==> src/rtl/dense_pkg.sv <==
// -----------------------------------------------------------------------------
// dense_pkg
// Shared definitions for the sequential dense (fully connected) layer:
//   - state_t     : controller state encoding (IDLE, MAC, FINAL, DONE)
//   - ACT_*       : activation mode constants for the ACT parameter
//   - acc_width() : accumulator width that cannot overflow for N_input products
//   - idx_width() : counter/index width for a given element count (min 1 bit)
// -----------------------------------------------------------------------------
package dense_pkg;

    typedef enum logic [1:0] {
        ST_IDLE  = 2'd0,
        ST_MAC   = 2'd1,
        ST_FINAL = 2'd2,
        ST_DONE  = 2'd3
    } state_t;

    localparam int ACT_IDENTITY = 0;
    localparam int ACT_RELU     = 1;

    // A full-precision product is 2*bitsize bits; summing n_input of them needs
    // clog2(n_input) growth bits plus one guard bit.
    function automatic int acc_width(input int bitsize, input int n_input);
        return 2 * bitsize + $clog2(n_input) + 1;
    endfunction

    // Width of a counter that indexes 'count' elements; never narrower than 1.
    function automatic int idx_width(input int count);
        return (count > 1) ? $clog2(count) : 1;
    endfunction

endpackage

==> src/rtl/fixed_point_mac.sv <==
// -----------------------------------------------------------------------------
// fixed_point_mac
// Signed multiply-accumulate unit. Each enabled cycle adds the full-precision
// product a*b to the accumulator. 'clear' starts a new sum: together with
// 'enable' the accumulator is loaded with the current product, so the first
// term of a neuron costs no extra cycle.
//
// Ports:
//   clk     in   clock, rising edge
//   rst     in   synchronous active-high reset (accumulator -> 0)
//   clear   in   discard previous sum
//   enable  in   accumulate a*b this cycle
//   a, b    in   signed BITSIZE-bit operands
//   acc     out  signed ACC_W-bit running sum
// -----------------------------------------------------------------------------
module fixed_point_mac
    import dense_pkg::*;
#(
    parameter int BITSIZE = 32,
    parameter int ACC_W   = acc_width(32, 9)
) (
    input  logic                      clk,
    input  logic                      rst,
    input  logic                      clear,
    input  logic                      enable,
    input  logic signed [BITSIZE-1:0] a,
    input  logic signed [BITSIZE-1:0] b,
    output logic signed [ACC_W-1:0]   acc
);

    logic signed [2*BITSIZE-1:0] product;
    logic signed [ACC_W-1:0]     product_ext;

    always_comb begin
        // Widening casts of signed operands sign-extend before the multiply.
        product     = (2*BITSIZE)'(a) * (2*BITSIZE)'(b);
        product_ext = ACC_W'(product);
    end

    // NOTE: sequential state uses non-blocking assignments so every flop
    // samples pre-edge values regardless of block evaluation order.
    always_ff @(posedge clk) begin
        if (rst) begin
            acc <= '0;
        end else if (clear) begin
            acc <= enable ? product_ext : '0;
        end else if (enable) begin
            acc <= acc + product_ext;
        end
    end

endmodule

==> src/rtl/dense_layer_seq.sv <==
// -----------------------------------------------------------------------------
// dense_layer_seq
// Sequential fixed-point dense layer: y[j] = act(sum_i x[i]*w[i][j] + b[j]),
// computed with one time-multiplexed MAC. Each neuron takes N_input MAC cycles
// plus one FINAL cycle (bias, round half up, saturate, activation), so the
// result is presented M_output*(N_input+1) cycles after the accept edge.
//
// Ports:
//   clk        in   clock, rising edge
//   rst        in   synchronous active-high reset
//   x          in   N_input words, element i at word i
//   w          in   N_input*M_output words, w[i][j] at word j*N_input+i
//   b          in   M_output words, b[j] at word j
//   in_valid   in   operand set valid
//   in_ready   out  idle, operand set will be accepted
//   y          out  M_output result words, y[j] at word j
//   out_valid  out  y holds a complete result
//   out_ready  in   consumer takes y
//   busy       out  computation in progress
// -----------------------------------------------------------------------------
module dense_layer_seq
    import dense_pkg::*;
#(
    parameter int N_input  = 9,
    parameter int M_output = 4,
    parameter int BITSIZE  = 32,
    parameter int FRAC     = 16,
    parameter int ACT      = ACT_IDENTITY
) (
    input  logic                                   clk,
    input  logic                                   rst,
    input  logic [N_input*BITSIZE-1:0]             x,
    input  logic [N_input*M_output*BITSIZE-1:0]    w,
    input  logic [M_output*BITSIZE-1:0]            b,
    input  logic                                   in_valid,
    output logic                                   in_ready,
    output logic [M_output*BITSIZE-1:0]            y,
    output logic                                   out_valid,
    input  logic                                   out_ready,
    output logic                                   busy
);

    localparam int ACC_W = acc_width(BITSIZE, N_input);
    // Two extra bits absorb the bias and rounding additions without overflow.
    localparam int SUM_W = ACC_W + 2;
    localparam int I_W   = idx_width(N_input);
    localparam int J_W   = idx_width(M_output);
    localparam int W_W   = idx_width(N_input * M_output);

    localparam logic signed [SUM_W-1:0] ROUND_HALF =
        {{(SUM_W-1){1'b0}}, 1'b1} << (FRAC - 1);
    localparam logic signed [SUM_W-1:0] SAT_MAX =
        {{(SUM_W-BITSIZE+1){1'b0}}, {(BITSIZE-1){1'b1}}};
    localparam logic signed [SUM_W-1:0] SAT_MIN =
        {{(SUM_W-BITSIZE+1){1'b1}}, {(BITSIZE-1){1'b0}}};

    state_t                    state;
    logic [I_W-1:0]            i_cnt;
    logic [J_W-1:0]            j_cnt;
    logic [W_W-1:0]            w_idx;

    logic signed [BITSIZE-1:0] x_reg [N_input];
    logic signed [BITSIZE-1:0] w_reg [N_input*M_output];
    logic signed [BITSIZE-1:0] b_reg [M_output];
    logic signed [BITSIZE-1:0] y_reg [M_output];

    logic                      mac_clear;
    logic                      mac_enable;
    logic signed [ACC_W-1:0]   acc;

    logic signed [SUM_W-1:0]   bias_term;
    logic signed [SUM_W-1:0]   rounded;
    logic signed [SUM_W-1:0]   scaled;
    logic signed [BITSIZE-1:0] sat_val;
    logic signed [BITSIZE-1:0] act_val;

    // ------------------------------------------------------------------------
    // Operand capture. Only taken in IDLE, so input changes during a
    // computation are invisible to it.
    // NOTE: operand storage has no reset; it is always written on accept
    // before being read, and leaving it out of reset keeps it plain storage.
    // ------------------------------------------------------------------------
    always_ff @(posedge clk) begin
        if (!rst && state == ST_IDLE && in_valid) begin
            for (int k = 0; k < N_input; k++) begin
                x_reg[k] <= x[k*BITSIZE +: BITSIZE];
            end
            for (int k = 0; k < N_input * M_output; k++) begin
                w_reg[k] <= w[k*BITSIZE +: BITSIZE];
            end
            for (int k = 0; k < M_output; k++) begin
                b_reg[k] <= b[k*BITSIZE +: BITSIZE];
            end
        end
    end

    // ------------------------------------------------------------------------
    // MAC datapath. The accumulator restarts on i == 0 of every neuron.
    // ------------------------------------------------------------------------
    always_comb begin
        w_idx      = W_W'(int'(j_cnt) * N_input + int'(i_cnt));
        mac_enable = (state == ST_MAC);
        mac_clear  = (state == ST_MAC) && (i_cnt == '0);
    end

    fixed_point_mac #(
        .BITSIZE (BITSIZE),
        .ACC_W   (ACC_W)
    ) u_mac (
        .clk    (clk),
        .rst    (rst),
        .clear  (mac_clear),
        .enable (mac_enable),
        .a      (x_reg[i_cnt]),
        .b      (w_reg[w_idx]),
        .acc    (acc)
    );

    // ------------------------------------------------------------------------
    // Output stage for neuron j_cnt, consumed in FINAL once the accumulator
    // holds all N_input products.
    // ------------------------------------------------------------------------
    // NOTE: every variable of an always_comb gets a value on every path, so
    // no latch is inferred.
    always_comb begin
        bias_term = SUM_W'(b_reg[j_cnt]) <<< FRAC;
        rounded   = SUM_W'(acc) + bias_term + ROUND_HALF;
        scaled    = rounded >>> FRAC;

        if (scaled > SAT_MAX) begin
            sat_val = SAT_MAX[BITSIZE-1:0];
        end else if (scaled < SAT_MIN) begin
            sat_val = SAT_MIN[BITSIZE-1:0];
        end else begin
            sat_val = scaled[BITSIZE-1:0];
        end

        act_val = sat_val;
        if (ACT == ACT_RELU && sat_val[BITSIZE-1]) begin
            act_val = '0;
        end
    end

    // ------------------------------------------------------------------------
    // Controller with registered handshake outputs.
    // ------------------------------------------------------------------------
    always_ff @(posedge clk) begin
        if (rst) begin
            state     <= ST_IDLE;
            in_ready  <= 1'b1;
            busy      <= 1'b0;
            out_valid <= 1'b0;
            i_cnt     <= '0;
            j_cnt     <= '0;
            for (int k = 0; k < M_output; k++) begin
                y_reg[k] <= '0;
            end
        end else begin
            case (state)
                ST_IDLE: begin
                    if (in_valid) begin
                        state    <= ST_MAC;
                        in_ready <= 1'b0;
                        busy     <= 1'b1;
                        i_cnt    <= '0;
                        j_cnt    <= '0;
                    end
                end

                ST_MAC: begin
                    if (i_cnt == I_W'(N_input - 1)) begin
                        state <= ST_FINAL;
                    end else begin
                        i_cnt <= i_cnt + 1'b1;
                    end
                end

                ST_FINAL: begin
                    y_reg[j_cnt] <= act_val;
                    if (j_cnt == J_W'(M_output - 1)) begin
                        state     <= ST_DONE;
                        busy      <= 1'b0;
                        out_valid <= 1'b1;
                    end else begin
                        state <= ST_MAC;
                        j_cnt <= j_cnt + 1'b1;
                        i_cnt <= '0;
                    end
                end

                ST_DONE: begin
                    if (out_ready) begin
                        state     <= ST_IDLE;
                        out_valid <= 1'b0;
                        in_ready  <= 1'b1;
                    end
                end

                default: begin
                    state     <= ST_IDLE;
                    in_ready  <= 1'b1;
                    busy      <= 1'b0;
                    out_valid <= 1'b0;
                end
            endcase
        end
    end

    for (genvar g = 0; g < M_output; g++) begin : g_y
        assign y[g*BITSIZE +: BITSIZE] = y_reg[g];
    end

endmodule

==> config.mk <==
export PLATFORM = sky130hd
export DESIGN_NAME = dense_layer_seq
export DESIGN_NICKNAME = d
export VERILOG_FILES = /design/src/rtl/dense_pkg.sv /design/src/rtl/fixed_point_mac.sv /design/src/rtl/dense_layer_seq.sv
export SDC_FILE = /design/constraint.sdc
export NUM_CORES = 2
export LEC_CHECK = 0
export CAP_MARGIN = 10
export CORE_AREA = 2 2 673 675
export CTS_BUF_LIST = sky130_fd_sc_hd__clkbuf_8 sky130_fd_sc_hd__clkbuf_16
export CTS_CLUSTER_DIAMETER = 120
export DETAILED_ROUTE_END_ITERATION = 10
export DIE_AREA = 0 0 675 677
export SLEW_MARGIN = 20
export SYNTH_ARGS = -nofsm -noshare
export SYNTH_HDL_FRONTEND = slang
export SYNTH_SLANG_ARGS = --single-unit
==> constraint.sdc <==
create_clock -name clk -period 474 [get_ports clk]
set_input_delay 142.2 -clock clk [delete_from_list [all_inputs] [get_ports clk]]
set_output_delay 142.2 -clock clk [all_outputs]
set_load 0.005 [all_outputs]
# [Yosys cells after proc, flatten, opt, wreduce, memory -nomap -nowiden]
# Memory sizes are Yosys's and may differ from the RTL's. A register that Yosys moved wholly into a read port is not among the register bits.
# Index checks and enable logic that the tools add are counted.
[word_totals] input_bits=1572 romBits=0 memories=4 ram_bits=1696 latch_bits=0 output_inout_bits=131 regBits=80 elab_cells=90
[memory_table] name="w_reg" depth=36 word_bits=32 read_ports=1 rd_clocked_by_memory_dff=0 write_ports=36 line="dense_layer_seq.sv:63" text="logic signed [BITSIZE-1:0] w_reg [N_input*M_output];"
[memory_table] name="x_reg" depth=9 word_bits=32 read_ports=1 rd_clocked_by_memory_dff=1 write_ports=9 line="dense_layer_seq.sv:62" text="logic signed [BITSIZE-1:0] x_reg [N_input];"
[memory_table] name="b_reg" depth=4 word_bits=32 read_ports=1 rd_clocked_by_memory_dff=1 write_ports=4 line="dense_layer_seq.sv:64" text="logic signed [BITSIZE-1:0] b_reg [M_output];"
[memory_table] name="y_reg" depth=4 word_bits=32 read_ports=4 rd_clocked_by_memory_dff=0 write_ports=4 line="dense_layer_seq.sv:65" text="logic signed [BITSIZE-1:0] y_reg [M_output];"
[classes] div_mod_pow=0 eq_ne=11 bitwise_logic=0 shift=0 addsub=6 multipliers=2 magnitude_cmp=2 reduce_logical=18 muxes=40
[op_table] cell="69-bit 2-to-1 mux" n=3
[op_table] cell="32-bit 2-to-1 mux" n=3
[op_table] cell="70-bit by 17-bit adder with 71-bit output, second input constant" n=1
[op_table] cell="69-bit by 48-bit adder with 70-bit output" n=1
[op_table] cell="69-bit by 64-bit adder with 69-bit output" n=1
[op_table] cell="32-bit by 32-bit multiplier with 64-bit output" n=1
[op_table] cell="55-bit by 32-bit greater-than comparator with 1-bit output, second input constant" n=1
[op_table] cell="55-bit by 32-bit less-than comparator with 1-bit output, second input constant" n=1
[op_table] cell="32-bit OR reduction" n=1
[op_table] cell="4-bit 2-to-1 mux" n=5
[op_table] cell="2-bit 2-to-1 mux" n=9
[op_table] cell="3-bit AND reduction" n=5
[op_table] cell="1-bit 2-to-1 mux" n=14
[op_table] cell="2-bit inequality test, second input constant" n=6
[op_table] cell="4-bit one-hot mux with 3 select lines" n=1
[op_table] cell="2-bit one-hot mux with 4 select lines" n=1
[op_table] cell="2-bit nonzero test" n=4
[op_table] cell="6-bit by 4-bit adder with 6-bit output" n=1
[op_table] cell="2-bit equality test, second input constant" n=3
[op_table] cell="2-bit by 4-bit multiplier with 6-bit output, second input constant" n=1
[op_table] cell="1-bit one-hot mux with 2 select lines" n=3
[op_table] cell="4-bit by 1-bit adder with 4-bit output, second input constant" n=1
[op_table] cell="4-bit equality test, second input constant" n=1
[op_table] cell="4-bit zero test" n=1
[op_table] cell="other kinds (8)" n=10

# [Depth between registers and ports, before layout]
# An unclocked memory read counts as a cell.
[depth] word_depth=7 depth_mapped=53 ltp_nobuf=50

# [Hierarchy]
# A second synthesis with hierarchy kept.
[unflattened] hier_cells=8188 hier_area_um2=112392.8
[by_module_without_submodules] module="dense_layer_seq" seq_area_each_um2=51269.2 instances=1 cells_per_inst=3400 area_each_um2=69317.7
[by_module_without_submodules] module="fixed_point_mac" seq_area_each_um2=1381.3 instances=1 cells_per_inst=4788 area_each_um2=43075.1

# [Worst setup path after synthesis]
# No wires, ideal clock.
[synth_path] path_kind="input port to flip-flop" start="in rst" end="mem b_reg[0][0], enable pin" path_slack_ns=219.668 cell_stages=4 setup_time_ns=5.434 n_path_buf=3 required_time_ns=468.566 t_arrival_ns=248.898 cell_sequence="clkbuf_1 clkbuf_1 buf_1 nor3_1"
[synth_lines] element="start: declaration" line="dense_layer_seq.sv:31" text="input logic rst,"
[synth_lines] element="end: declaration" line="dense_layer_seq.sv:64"

==> flow_summary.json <==
{
  "ys_top_cells_by_count": "1696 x edfxtp_1, 1086 x fa_1, 998 x inv_1",
  "cp_cell_sequence": "clkdlybuf4s50_1, nand2b_1, nor3_2, buf_4, buf_4, buf_4, buf_12, buf_4, buf_4, buf_4, buf_4, buf_4, buf_4",
  "dr.pass1.iters": 6,
  "synthXorXnorAreaFrac_pct": 1.34,
  "synth_fa_ha_area_share_pct": 23.4,
  "drt-initial-drc-count": 6642,
  "drv_cap": 0,
  "synthCells": 8043,
  "ys_warn_count": 0,
  "gp_congestion": 0.893,
  "avgViaCountPerCell": 4.61,
  "final_max_slew_viol_count": 0,
  "yosysMostFrequentCell": "edfxtp_1",
  "first_global_vias": 75400,
  "synth_top_family_by_area": "adder cells",
  "layout-drive-gt1-share_pct": 10.8,
  "finalSetupTns_ns": 0,
  "clock_sinks": 1782,
  "ant_nets": 0,
  "syn_to_final_growth_pct": 28.8,
  "crit_required_ns": 474.48,
  "synth_area_leader_cell": "edfxtp_1",
  "syn-num-nets": 11000,
  "dr_total_vias": 73600,
  "cpMostUsedCell": "buf_4",
  "tritoncts": "done",
  "postCtsResizedCells": 0,
  "arrival_ns": 150.68,
  "skew_ns": 0.104,
  "rr_endpoint": "u_mac.acc[63]",
  "htree_levels": 4,
  "cts-root-buf": "clkbuf_16",
  "grt_antenna_before_repair": 155,
  "period_share_pct": 31.7,
  "setup_viol": 0,
  "start_util_pct": 24.4,
  "fin_crit_ns": 150.20,
  "async_flop_share_pct": 0,
  "io_pins": 1703,
  "io_buffer_count": 1702,
  "yosys-top-cells-area": "edfxtp_1 46%, fa_1 20%, mux4_2 9.2%",
  "cp-start-kind": "input pin",
  "hold_buffers": 0,
  "synth.distinct_cells": 87,
  "synthMuxAreaShare_pct": 9.82,
  "coreArea_mm2": 0.451,
  "grt-ovfl-total": 0,
  "grt-busiest-layer": "met2",
  "end_kind": "flip-flop",
  "min_from": "u_mac.acc[2]",
  "routed_wl_mm": 429,
  "crit_cells": 13,
  "r2r-start": "j_cnt[1]",
  "whs_path_depth": 2,
  "status": "finished, final reports clean",
  "clk_latency_ns": 0.93,
  "max-slew-margin-rel_pct": 22.3,
  "tightestPinTransition_ns": 1.13,
  "largest_register_ff_count": 1152,
  "grtUsageMet2_pct": 32.3,
  "critical_path_buf_inv_count": 11,
  "met3_usage_pct": 3.71,
  "holdCritPathClass": "reg2reg",
  "stdcell_count": 16000,
  "crit_type": "in2reg",
  "synthSimpleGateAreaFrac_pct": 7.12,
  "clk_path_buf_depth": 4,
  "grtUsageMet1_pct": 21.3,
  "post_drt_wl_per_cell_um": 26.8,
  "drc_errors": 0,
  "synthesis.area_mm2": 0.110,
  "nFillCells": 44900,
  "rsz0062_at_grt": "false",
  "synth_edf_count": 1696,
  "r2r_slack_ns": 455.02,
  "cp_slowest_cell": "buf_4",
  "ys.flop_type": "edfxtp_1",
  "ys_ff_latch": 1782,
  "grt_use_total_pct": 18.3,
  "crit_family": "buffers and inverters",
  "clk_pin_slew_ns": 0.06,
  "dp.cells": 15500,
  "cp_max_fo": 145,
  "post-dp-hpwl_mm": 340,
  "synth.avg_cell_area_um2": 13.7,
  "ys_seq_area_share_pct": 47.9,
  "hold_end": "u_mac.acc[2]",
  "die_area_mm2": 0.457,
  "grt_pass1_wl_mm": 585,
  "tritoncts.num_buffers": 201,
  "yosysTopAreaCellShare_pct": 46.3,
  "finalHoldViolCount": 0,
  "post_cts_buffers": 0,
  "die_h_um": 677,
  "synth_compound_area_share_pct": 5.60,
  "max_freq_mhz": 6.66,
  "grt_max_degree": 146,
  "nets": 12700,
  "holdWs_ns": 0.468,
  "max_stage_delay_ns": 0.95,
  "die_w_um": 675,
  "ff2ff_path_depth": 42,
  "num_rows": 247
}
-- worst max-delay path by stage --
| stage | slack, ns | start | to |
|---|---|---|---|
| floorplan | 219.67 | rst | b_reg[0][0] |
| detailed placement | 322.94 | in_valid | w_reg[16][3] |
| global route | 323.35 | in_valid | w_reg[16][3] |
| global placement | 323.06 | in_valid | w_reg[16][3] |
| finish | 323.80 | in_valid | w_reg[19][3] |
| CTS | 323.89 | in_valid | w_reg[16][3] |
-- metrics by stage --
step	cell area, um^2	worst slack [ns]	util, %
global route	142000	323.35	31.4
global placement	135000	323.06	29.9
CTS	141000	323.89	31.3
finish	142000	323.80	31.4
floorplan	110000	219.67	-
detailed placement	135000	322.94	29.9
-- logic make-up after synthesis --
kind of cell	Yosys count
XOR/XNOR	168
flip-flops	1782
buffers and inverters	1406
AO/OA/AOI/OAI	976
adder cells (fa/ha/maj)	1403
AND/OR/NAND/NOR	1790
multiplexers	518
-- layout by cell type (no fill, tap or decap), types with 80 or more instances in the layout --
cell type / instances
o21ai_0: 139
mux4_2: 449
a21o_1: 98
clkdlybuf4s50_1: 1701
clkbuf_16: 204
edfxtp_1: 1696
a21oi_1: 341
nand2_1: 618
buf_4: 172
nor2_1: 709
dfxtp_1: 80
fa_1: 1085
xnor2_1: 101
diode_2: 137
inv_1: 1049
ha_1: 315
-- final cells by class --
class                      count  area, um^2  share of cell area (%)
clock inverter               155        1330                   0.936
sequential                  1782       52700                    37.2
timing repair buffer        1878       18400                    13.0
clock buffer                 207        5150                    3.63
multi-input combinational   4855       52500                    37.1
antenna                      137         343                   0.242
inverter                    1000        3750                    2.65
tap                         5976        7480                    5.28
-- tightest hold or removal path, stage by stage, from the launching register on --
cell and delay (ns):
dfxtp_1 0.31, nand2_1 0.06, a21oi_1 0.05
-- routing by layer --
| layer | wire length (um) | vias up | part of all wire (%) |
|---|---|---|---|
| li1 | - | 31600 | - |
| met1 | 157000 | 38000 | 37 |
| met2 | 219000 | 3180 | 51 |
| met3 | 31100 | 799 | 7.3 |
| met4 | 21900 | 64 | 5.1 |
| met5 | 413 | - | 0.096 |
Power is left out: the tool's default activity adds up to more than one toggle a clock period on the data nets, which glitch-free logic cannot reach.
